==> src/rtl/if_fetch.sv <==
// -----------------------------------------------------------------------------
// if_fetch -- instruction fetch stage with a single outstanding memory read
// and a 2-entry {pc, instr} output FIFO feeding the ID register.
//
// Ports
//   clk              single clock, rising edge
//   rst_n            synchronous active-low reset
//   redirect_i       flush + redirect (branch/jump resolution or trap)
//   redirect_pc_i    new fetch address, low two bits forced to zero
//   mem_req_valid_o  instruction read request valid
//   mem_req_ready_i  memory accepts the request
//   mem_req_addr_o   word-aligned request address (current fetch_pc)
//   mem_rsp_valid_i  read data valid (no back-pressure on responses)
//   mem_rsp_data_i   instruction word
//   out_valid_o      FIFO head valid towards ID
//   out_ready_i      ID accepts the head entry
//   out_pc_o         PC of the head entry
//   out_instr_o      instruction of the head entry
// -----------------------------------------------------------------------------
module if_fetch #(
    parameter logic [63:0] RESET_PC = 64'h0000_0000_8000_0000
) (
    input  logic        clk,
    input  logic        rst_n,
    input  logic        redirect_i,
    input  logic [63:0] redirect_pc_i,
    output logic        mem_req_valid_o,
    input  logic        mem_req_ready_i,
    output logic [63:0] mem_req_addr_o,
    input  logic        mem_rsp_valid_i,
    input  logic [31:0] mem_rsp_data_i,
    output logic        out_valid_o,
    input  logic        out_ready_i,
    output logic [63:0] out_pc_o,
    output logic [31:0] out_instr_o
);

    typedef enum logic [1:0] {
        ST_REQ  = 2'd0,
        ST_WAIT = 2'd1,
        ST_DROP = 2'd2
    } state_t;

    state_t      state_q, state_d;
    logic [63:0] fetch_pc_q, fetch_pc_d;
    logic [63:0] req_pc_q, req_pc_d;
    logic [1:0]  count_q, count_d;
    logic        rd_ptr_q, rd_ptr_d;
    logic [63:0] fifo_pc_q [2];
    logic [63:0] fifo_pc_d [2];
    logic [31:0] fifo_instr_q [2];
    logic [31:0] fifo_instr_d [2];

    logic        req_hs;
    logic        pop;
    logic        push;
    logic        wr_idx;

    // Redirect targets are always word aligned; the low bits are dropped.
    logic        unused_redirect_lsbs;
    assign unused_redirect_lsbs = ^redirect_pc_i[1:0];

    // Request valid is a function of state only (plus reset), never of redirect_i,
    // so a redirect cannot create a combinational path to the memory port.
    assign mem_req_valid_o = (state_q == ST_REQ) && (count_q != 2'd2) && rst_n;
    assign mem_req_addr_o  = fetch_pc_q;
    assign req_hs          = mem_req_valid_o && mem_req_ready_i;

    assign out_valid_o = (count_q != 2'd0) && rst_n;
    assign out_pc_o    = rst_n ? fifo_pc_q[rd_ptr_q]    : 64'd0;
    assign out_instr_o = rst_n ? fifo_instr_q[rd_ptr_q] : 32'd0;
    assign pop         = out_valid_o && out_ready_i;

    // A response that coincides with a redirect belongs to the flushed path.
    assign push   = (state_q == ST_WAIT) && mem_rsp_valid_i && !redirect_i;
    // A request is only issued with count<2, and at most one is in flight,
    // so a push never meets a full FIFO and the tail is head + count.
    assign wr_idx = rd_ptr_q ^ count_q[0];

    always_comb begin
        state_d      = state_q;
        fetch_pc_d   = fetch_pc_q;
        req_pc_d     = req_pc_q;
        count_d      = count_q;
        rd_ptr_d     = rd_ptr_q;
        fifo_pc_d    = fifo_pc_q;
        fifo_instr_d = fifo_instr_q;

        if (req_hs) begin
            req_pc_d = fetch_pc_q;
        end

        if (redirect_i) begin
            fetch_pc_d = {redirect_pc_i[63:2], 2'b00};
            count_d    = 2'd0;
            rd_ptr_d   = 1'b0;
            unique case (state_q)
                // A request accepted this cycle still has a response coming back.
                ST_REQ:  state_d = req_hs ? ST_DROP : ST_REQ;
                ST_WAIT: state_d = mem_rsp_valid_i ? ST_REQ : ST_DROP;
                ST_DROP: state_d = ST_DROP;
                default: state_d = ST_REQ;
            endcase
        end else begin
            unique case (state_q)
                ST_REQ: begin
                    // Responses seen here are stale and ignored.
                    if (req_hs) begin
                        fetch_pc_d = fetch_pc_q + 64'd4;
                        state_d    = ST_WAIT;
                    end
                end
                ST_WAIT: begin
                    if (mem_rsp_valid_i) begin
                        state_d = ST_REQ;
                    end
                end
                ST_DROP: begin
                    if (mem_rsp_valid_i) begin
                        state_d = ST_REQ;
                    end
                end
                default: state_d = ST_REQ;
            endcase

            if (push) begin
                fifo_pc_d[wr_idx]    = req_pc_q;
                fifo_instr_d[wr_idx] = mem_rsp_data_i;
            end
            if (pop) begin
                rd_ptr_d = ~rd_ptr_q;
            end
            count_d = count_q + {1'b0, push} - {1'b0, pop};
        end
    end

    always_ff @(posedge clk) begin
        if (!rst_n) begin
            state_q    <= ST_REQ;
            fetch_pc_q <= {RESET_PC[63:2], 2'b00};
            req_pc_q   <= 64'd0;
            count_q    <= 2'd0;
            rd_ptr_q   <= 1'b0;
            for (int i = 0; i < 2; i++) begin
                fifo_pc_q[i]    <= 64'd0;
                fifo_instr_q[i] <= 32'd0;
            end
        end else begin
            state_q      <= state_d;
            fetch_pc_q   <= fetch_pc_d;
            req_pc_q     <= req_pc_d;
            count_q      <= count_d;
            rd_ptr_q     <= rd_ptr_d;
            fifo_pc_q    <= fifo_pc_d;
            fifo_instr_q <= fifo_instr_d;
        end
    end

endmodule

==> config.mk <==
export PLATFORM = sky130hd
export DESIGN_NAME = if_fetch
export DESIGN_NICKNAME = d
export VERILOG_FILES = /design/src/rtl/if_fetch.sv
export SDC_FILE = /design/constraint.sdc
export NUM_CORES = 1
export LEC_CHECK = 0
export BUFFER_PORTS_ARGS = -buffer_cell sky130_fd_sc_hd__buf_2
export CAP_MARGIN = 10
export CORE_AREA = 2 2 165 248
export CTS_CLUSTER_DIAMETER = 50
export CTS_CLUSTER_SIZE = 14
export DETAILED_ROUTE_END_ITERATION = 16
export DIE_AREA = 0 0 167 250
export PLACE_DENSITY = 0.67
export SETUP_SLACK_MARGIN = 0.05
export SYNTH_ARGS = -nofsm -noshare
export SYNTH_HDL_FRONTEND = slang
export SYNTH_SLANG_ARGS = --single-unit
==> constraint.sdc <==
create_clock -name clk -period 5.6 [get_ports clk]
set_input_delay 1.12 -clock clk [delete_from_list [all_inputs] [get_ports clk]]
set_output_delay 1.12 -clock clk [all_outputs]
set_load 0.02 [all_outputs]
==> summary.txt, run 1 <==
Power and ir drop
  – Tot Pwr: 4.77 mW
  – Switching share of power: 0.248
  – P_leak: 6.05 nW
  – P_sw: 1.18 mW
  – PwrDens: approximately 280 nW/um2
  – Gate power share: 0.074
  – Worst vdd ir: 0.000218 V
  – Internal power: approximately 3.6 mW
  – Clock group share of total power: 0.426
  – Flop pwr share: 0.500

Clock tree
  – Root Buffer: clkbuf_16
  – H-tree Lvls: 1
  – CTS clk-pin slew, worst paths: 0.06 ns
  – CTS sink cnt: 317
  – PostCTS Resize Cnt: 0
  – Post-CTS Setup Inserts: 0
  – CTS tree: done
  – Clock Tree Buf Depth: 3
  – TritonCTS Buffers: 30
  – Clk_lat worst skew: 0.58 ns
  – Hold_buf cts: 0

Placement
  – Hpwl dp: 27600 um
  – Gp weighted congestion: roughly 0.84
  – Area of placed instances: 16200 um2
  – Port Buffers: 257
  – Placed cells: between 2000 and 2500
  – Pre-CTS setup slack: just under 2 ns

Synth
  – Synthesis-stage register bit count: 317
  – Syn_area_per_cell: 8.18 um2
  – Top_reg_cell synth: dfxtp_1
  – EDFF count, synth: 0
  – Most common cell in the netlist: nand2_1
  – Top cells by area, synth: dfxtp_1 (44%), nand2_1 (14%), a21boi_0 (13%), mux2i_1 (6.5%), nor2b_1 (4.2%)
  – Seq/Total Area, Yosys: 0.437
  – Post-synth top area cell: dfxtp_1
  – Commonest cells in the netlist: nand2_1 (538), dfxtp_1 (317), a21boi_0 (250)
  – Distinct cell type count of the synthesized netlist: 40
  – Synth top area share: 0.437
  – Syn. warnings: 0
  – Gate Count Post-Synth: 1777
  – Post-Syn Area: 14500 um2
  – Post-synth ARST share: 0

Global route
  – Vias in the first global route: 12000
  – First-pass GRT wire length: 66200 um
  – Met2 usage: 0.352
  – Overflow after GRT: 0
  – Largest net degree at the start of global routing: 168
  – Initial antenna violation count: 3
  – Gr busiest metal: met2
  – GR Util met3: 0.0284
  – GR Util met1: 0.237
  – Gr usage total: 0.197

Finish
  – Post-layout util: 0.431
  – Fraction of layout cells with a size suffix above 1: 0.168
  – Design Area, Final: 17100 um2
  – Non-filler cells in the finished layout: 2474
  – Fill cells: 3979
  – Layout Area Growth over Synthesis: 17.8%
  – Fin nets: about 2100

Timing
  – Hold WS: 0.461 ns
  – Actual slew at the worst max-slew pin: 1.04 ns
  – Final worst-path cycle share: 0.661
  – Fin crit period: 3.70 ns
  – Final worst slack: 1.90 ns
  – Worst slew margin: 0.304
  – Peak Freq: 270 MHz
  – Worst Skew: 0.0199 ns
  – Final Setup Violations: 0
  – Total negative setup slack: 0 ns
  – RSZ-0062 raised after global routing: false
  – Fin. Hold Viols: 0
  – Max-slew violations: 0

Critical path
  – WS Path Type: reg -> out
  – Reg-to-reg setup timing slack: roughly 2.5 ns
  – Worst Setup SP: rd_ptr_q
  – Worst reg2reg startpoint: mem_req_addr_o[4]
  – R2R depth: 6
  – Startpoint Class: register
  – WP data arrival: 2.58 ns
  – CP endpoint kind: output port
  – Worst path required time: 4.48 ns
  – Crit-path max FO: 41
  – Critical Path End: out_pc_o[18]
  – FF-to-FF End: mem_req_addr_o[53]

Route
  – Post-Route WL: approximately 43000 um
  – Via count: 12700
  – Drt pass-1 iters: 5
  – Antenna viol nets, final: 0
  – Vias per cell: about 5.1
  – DRT iter0 DRCs: 783
  – DRC viols: 0
  – DR WL/cell: 17.2 um

Floorplan
  – Die Ht: 250 um
  – Die Area: 41800 um2
  – Row cnt: 90
  – Core box area: 39800 um2
  – Die X: 167 um
  – Io pins: around 260
  – Initial Util: 0.366

Status
  – Status: finished, final reports clean

Run
  – Max_cap viols: 0

Worst hold path
  – Hold Crit Class: reg -> reg
-- layer usage --
metal / up-vias / routed length [um]
li1: 6254 / -
met1: 6036 / 17600
met2: 359 / 21300
met3: 73 / 2130
met4: 4 / 1500
met5: - / 25
-- sequential cells by signal, summed over array words and instances, names as in the netlist --
name	count
count_q	2
mem_req_addr_o	62
fifo_instr_q	64
rd_ptr_q	1
req_pc_q	62
fifo_pc_q	124
state_q	2
-- critical path, cell delays in order (launching register included) --
cell and delay (ns):
dfxtp_4 0.85, buf_4 0.51, mux2i_1 0.37, nor2b_1 0.08
buf_2 0.17
-- layout make-up --
cell class / count / area (um2) / share of cell area
repair buffers: 270 / 1440 / 0.0844
inverters: 9 / 33.8 / 0.00197
flip-flops and latches: 317 / 6350 / 0.371
diodes: 1 / 2.50 / 0.000146
clock inverters: 11 / 121 / 0.00709
multi-input cells: 1324 / 7700 / 0.450
clock buffers: 36 / 835 / 0.0488
well taps: 506 / 633 / 0.0370
-- worst min-delay path by stage --
| stage | from | to | slack, ns | cells after the start |
|---|---|---|---|---|
| 6_report | fifo_pc_q[61] | fifo_pc_q[61] | 0.46 | 2 |
| 5_1_grt | fifo_pc_q[15] | fifo_pc_q[15] | 0.48 | 2 |
| 4_1_cts | fifo_pc_q[126] | fifo_pc_q[126] | 0.47 | 2 |
| 3_5_place_dp | fifo_pc_q[85] | fifo_pc_q[85] | 0.46 | 2 |
| 3_3_place_gp | fifo_instr_q[40] | fifo_instr_q[40] | 0.45 | 2 |
| 2_1_floorplan | fifo_pc_q[123] | fifo_pc_q[123] | 0.44 | 2 |
-- power by group through the flow --
stage	Sequential, mW	Combinational [mW]	Clock, mW
2_1_floorplan	2.44	0.188	0
3_3_place_gp	2.43	0.347	0
3_5_place_dp	2.43	0.352	0
4_1_cts	2.38	0.353	2.08
5_1_grt	2.39	0.383	2.17
6_report	2.38	0.351	2.03
-- placed cells by master, fill, tap and decap left out, types with 14 or more instances in the layout --
master / count
xor2_1: 20
o21ai_0: 53
nor2_1: 20
and3_1: 14
xnor2_1: 42
nand2_1: 536
a21oi_1: 47
buf_2: 256
nand3_1: 33
nor2b_1: 97
dfxtp_1: 316
clkbuf_16: 31
nand4_1: 19
nor3_1: 26
a21boi_0: 250
mux2i_1: 95
-- cells by family after synthesis --
group / share of synthesized area
multiplexers: 0.0654
buffers and inverters: 0.0370
flip-flops: 0.437
adder cells (fa/ha/maj): 0.00603
XOR/XNOR: 0.0374
AND/OR/NAND/NOR: 0.245
other: 0.000258
AO/OA/AOI/OAI: 0.173
Note: power is estimated with default switching activity, not from simulation.
==> inputs of run 2 (changes only) <==
- clock period: 5.6 -> 3.5 ns (I/O delays scaled with it)
==> summary.txt, run 2 (synthesized netlist as in run 1, its figures left out) <==
Status
  – Status: finished, final reports clean

Route
  – Antenna viol nets, final: 0
  – DRC viols: 0
  – Via count: 12800
  – Vias per cell: 5.16
  – Drt pass-1 iters: 5
  – DRT iter0 DRCs: 860
  – DR WL/cell: 17.4 um
  – Post-Route WL: 43300 um

Timing
  – Final Setup Violations: 0
  – Worst Skew: 0.0150 ns
  – Worst slew margin: 0.250
  – RSZ-0062 raised after global routing: false
  – Max-slew violations: 0
  – Fin crit period: 3.01 ns
  – Total negative setup slack: 0 ns
  – Final worst-path cycle share: 0.859
  – Fin. Hold Viols: 0
  – Hold WS: 0.366 ns
  – Peak Freq: between 300 and 400 MHz
  – Actual slew at the worst max-slew pin: 1.12 ns

Floorplan
  – Io pins: 264
  – Die Ht: 250 um
  – Die X: 167 um
  – Core box area: 39800 um2
  – Row cnt: 90
  – Die Area: 41800 um2
  – Initial Util: 0.366

Clock tree
  – CTS clk-pin slew, worst paths: 0.07 ns
  – CTS tree: done
  – Hold_buf cts: 0
  – PostCTS Resize Cnt: 0
  – Clock Tree Buf Depth: 3
  – Root Buffer: clkbuf_16
  – H-tree Lvls: 1
  – TritonCTS Buffers: 30
  – Post-CTS Setup Inserts: 0
  – Clk_lat worst skew: 0.57 ns
  – CTS sink cnt: 317

Placement
  – Area of placed instances: roughly 16000 um2
  – Port Buffers: 257
  – Gp weighted congestion: 0.849
  – Hpwl dp: 28300 um

Finish
  – Most common library cell in the layout ignoring fill and taps: nand2_1
  – Layout Area Growth over Synthesis: 18.2%
  – Leading cell types in the layout, fill and taps excluded: nand2_1 (536), dfxtp_1 (316), buf_2 (256)
  – Fin nets: a little over 2000
  – Largest Register: fifo_pc_q
  – Fraction of layout cells with a size suffix above 1: 0.170
  – Top Registers: fifo_pc_q x124, fifo_instr_q x64
  – Max FFs per register: 124
  – Design Area, Final: 17200 um2
  – Fill cells: 4000

Power and ir drop
  – Tot Pwr: roughly 7.6 mW
  – P_leak: 6.08 nW
  – Worst vdd ir: 0.000317 V
  – PwrDens: 440 nW/um2

Critical path
  – WS Path Type: reg -> reg
  – WP data arrival: 3.47 ns
  – Worst path required time: 3.96 ns
  – CP endpoint kind: register
  – Crit-path max FO: 12
  – Startpoint Class: register

Global route
  – Largest net degree at the start of global routing: roughly 200
  – Gr usage total: 0.200
  – Vias in the first global route: approximately 12000
  – Overflow after GRT: 0
  – Initial antenna violation count: 4
  – First-pass GRT wire length: 67300 um

Run
  – Max_cap viols: 0

Worst hold path
  – Hold Crit Class: in -> reg
## run 2: cell count changes in the layout (fill, tap and decap cells not counted)
cell	before	now
buf_12	4	7
bufinv_16	2	1
buf_4	9	13
diode_2	1	2
clkbuf_16	31	32
inv_6	1	2
clkbuf_8	4	1
clkbuf_1	1	3
clkinv_2	5	4
## run 2: metrics by stage
stage          utilization  instances  worst slack, ns
5_1_grt              0.432       2480            0.163
2_1_floorplan            -       1780            0.953
6_report             0.432       2481            0.493
4_1_cts              0.432       2479            0.459
3_5_place_dp         0.409       2433            0.439
3_3_place_gp         0.409       2433            0.479
## run 2: path summary, 6_finish.rpt
kind                                         from            endpoint  slack, ns  cells past startpoint
worst min-delay path            redirect_pc_i[56]  mem_req_addr_o[56]       0.37                      3
worst min register to register   fifo_instr_q[37]    fifo_instr_q[37]       0.46                      2
worst max-delay path            mem_req_addr_o[4]  mem_req_addr_o[53]       0.49                      6
worst max register to register  mem_req_addr_o[4]  mem_req_addr_o[53]       0.49                      6
## run 2: final cells by class
cell class                 count  area, um2  share of cell area
timing repair buffer         277       1530              0.0893
tap                          506        633              0.0369
antenna                        2       5.00            0.000291
clock inverter                10       95.1             0.00554
sequential                   317       6350               0.370
inverter                       9       33.8             0.00197
clock buffer                  36        826              0.0481
multi-input combinational   1324       7700               0.448
## run 2: where the power goes
group / total, mW / internal [mW] / switching [mW] / leakage (nW)
registers: 3.81 / 3.69 / 0.115 / 2.57
clock network: 3.17 / 1.74 / 1.42 / 0.454
logic: 0.579 / 0.225 / 0.354 / 3.05
## run 2: layer usage
| metal | global-route usage | routed length (um) | vias up | share of wire |
|---|---|---|---|---|
| met5 | 0 | 40 | - | 0.00092 |
| met4 | 0.104 | 2270 | 6 | 0.053 |
| met3 | 0.0298 | 2580 | 114 | 0.060 |
| met2 | 0.340 | 20600 | 402 | 0.48 |
| met1 | 0.243 | 17700 | 6032 | 0.41 |
| li1 | - | - | 6252 | - |
## run 2: worst max-delay path, cell delays in order, from the launching register on
cell	delay [ns]
dfxtp_1	0.46
nand4_2	0.26
nor4_4	0.67
nand3_1	0.64
o311ai_0	0.53
a21oi_1	0.12
a31o_2	0.22
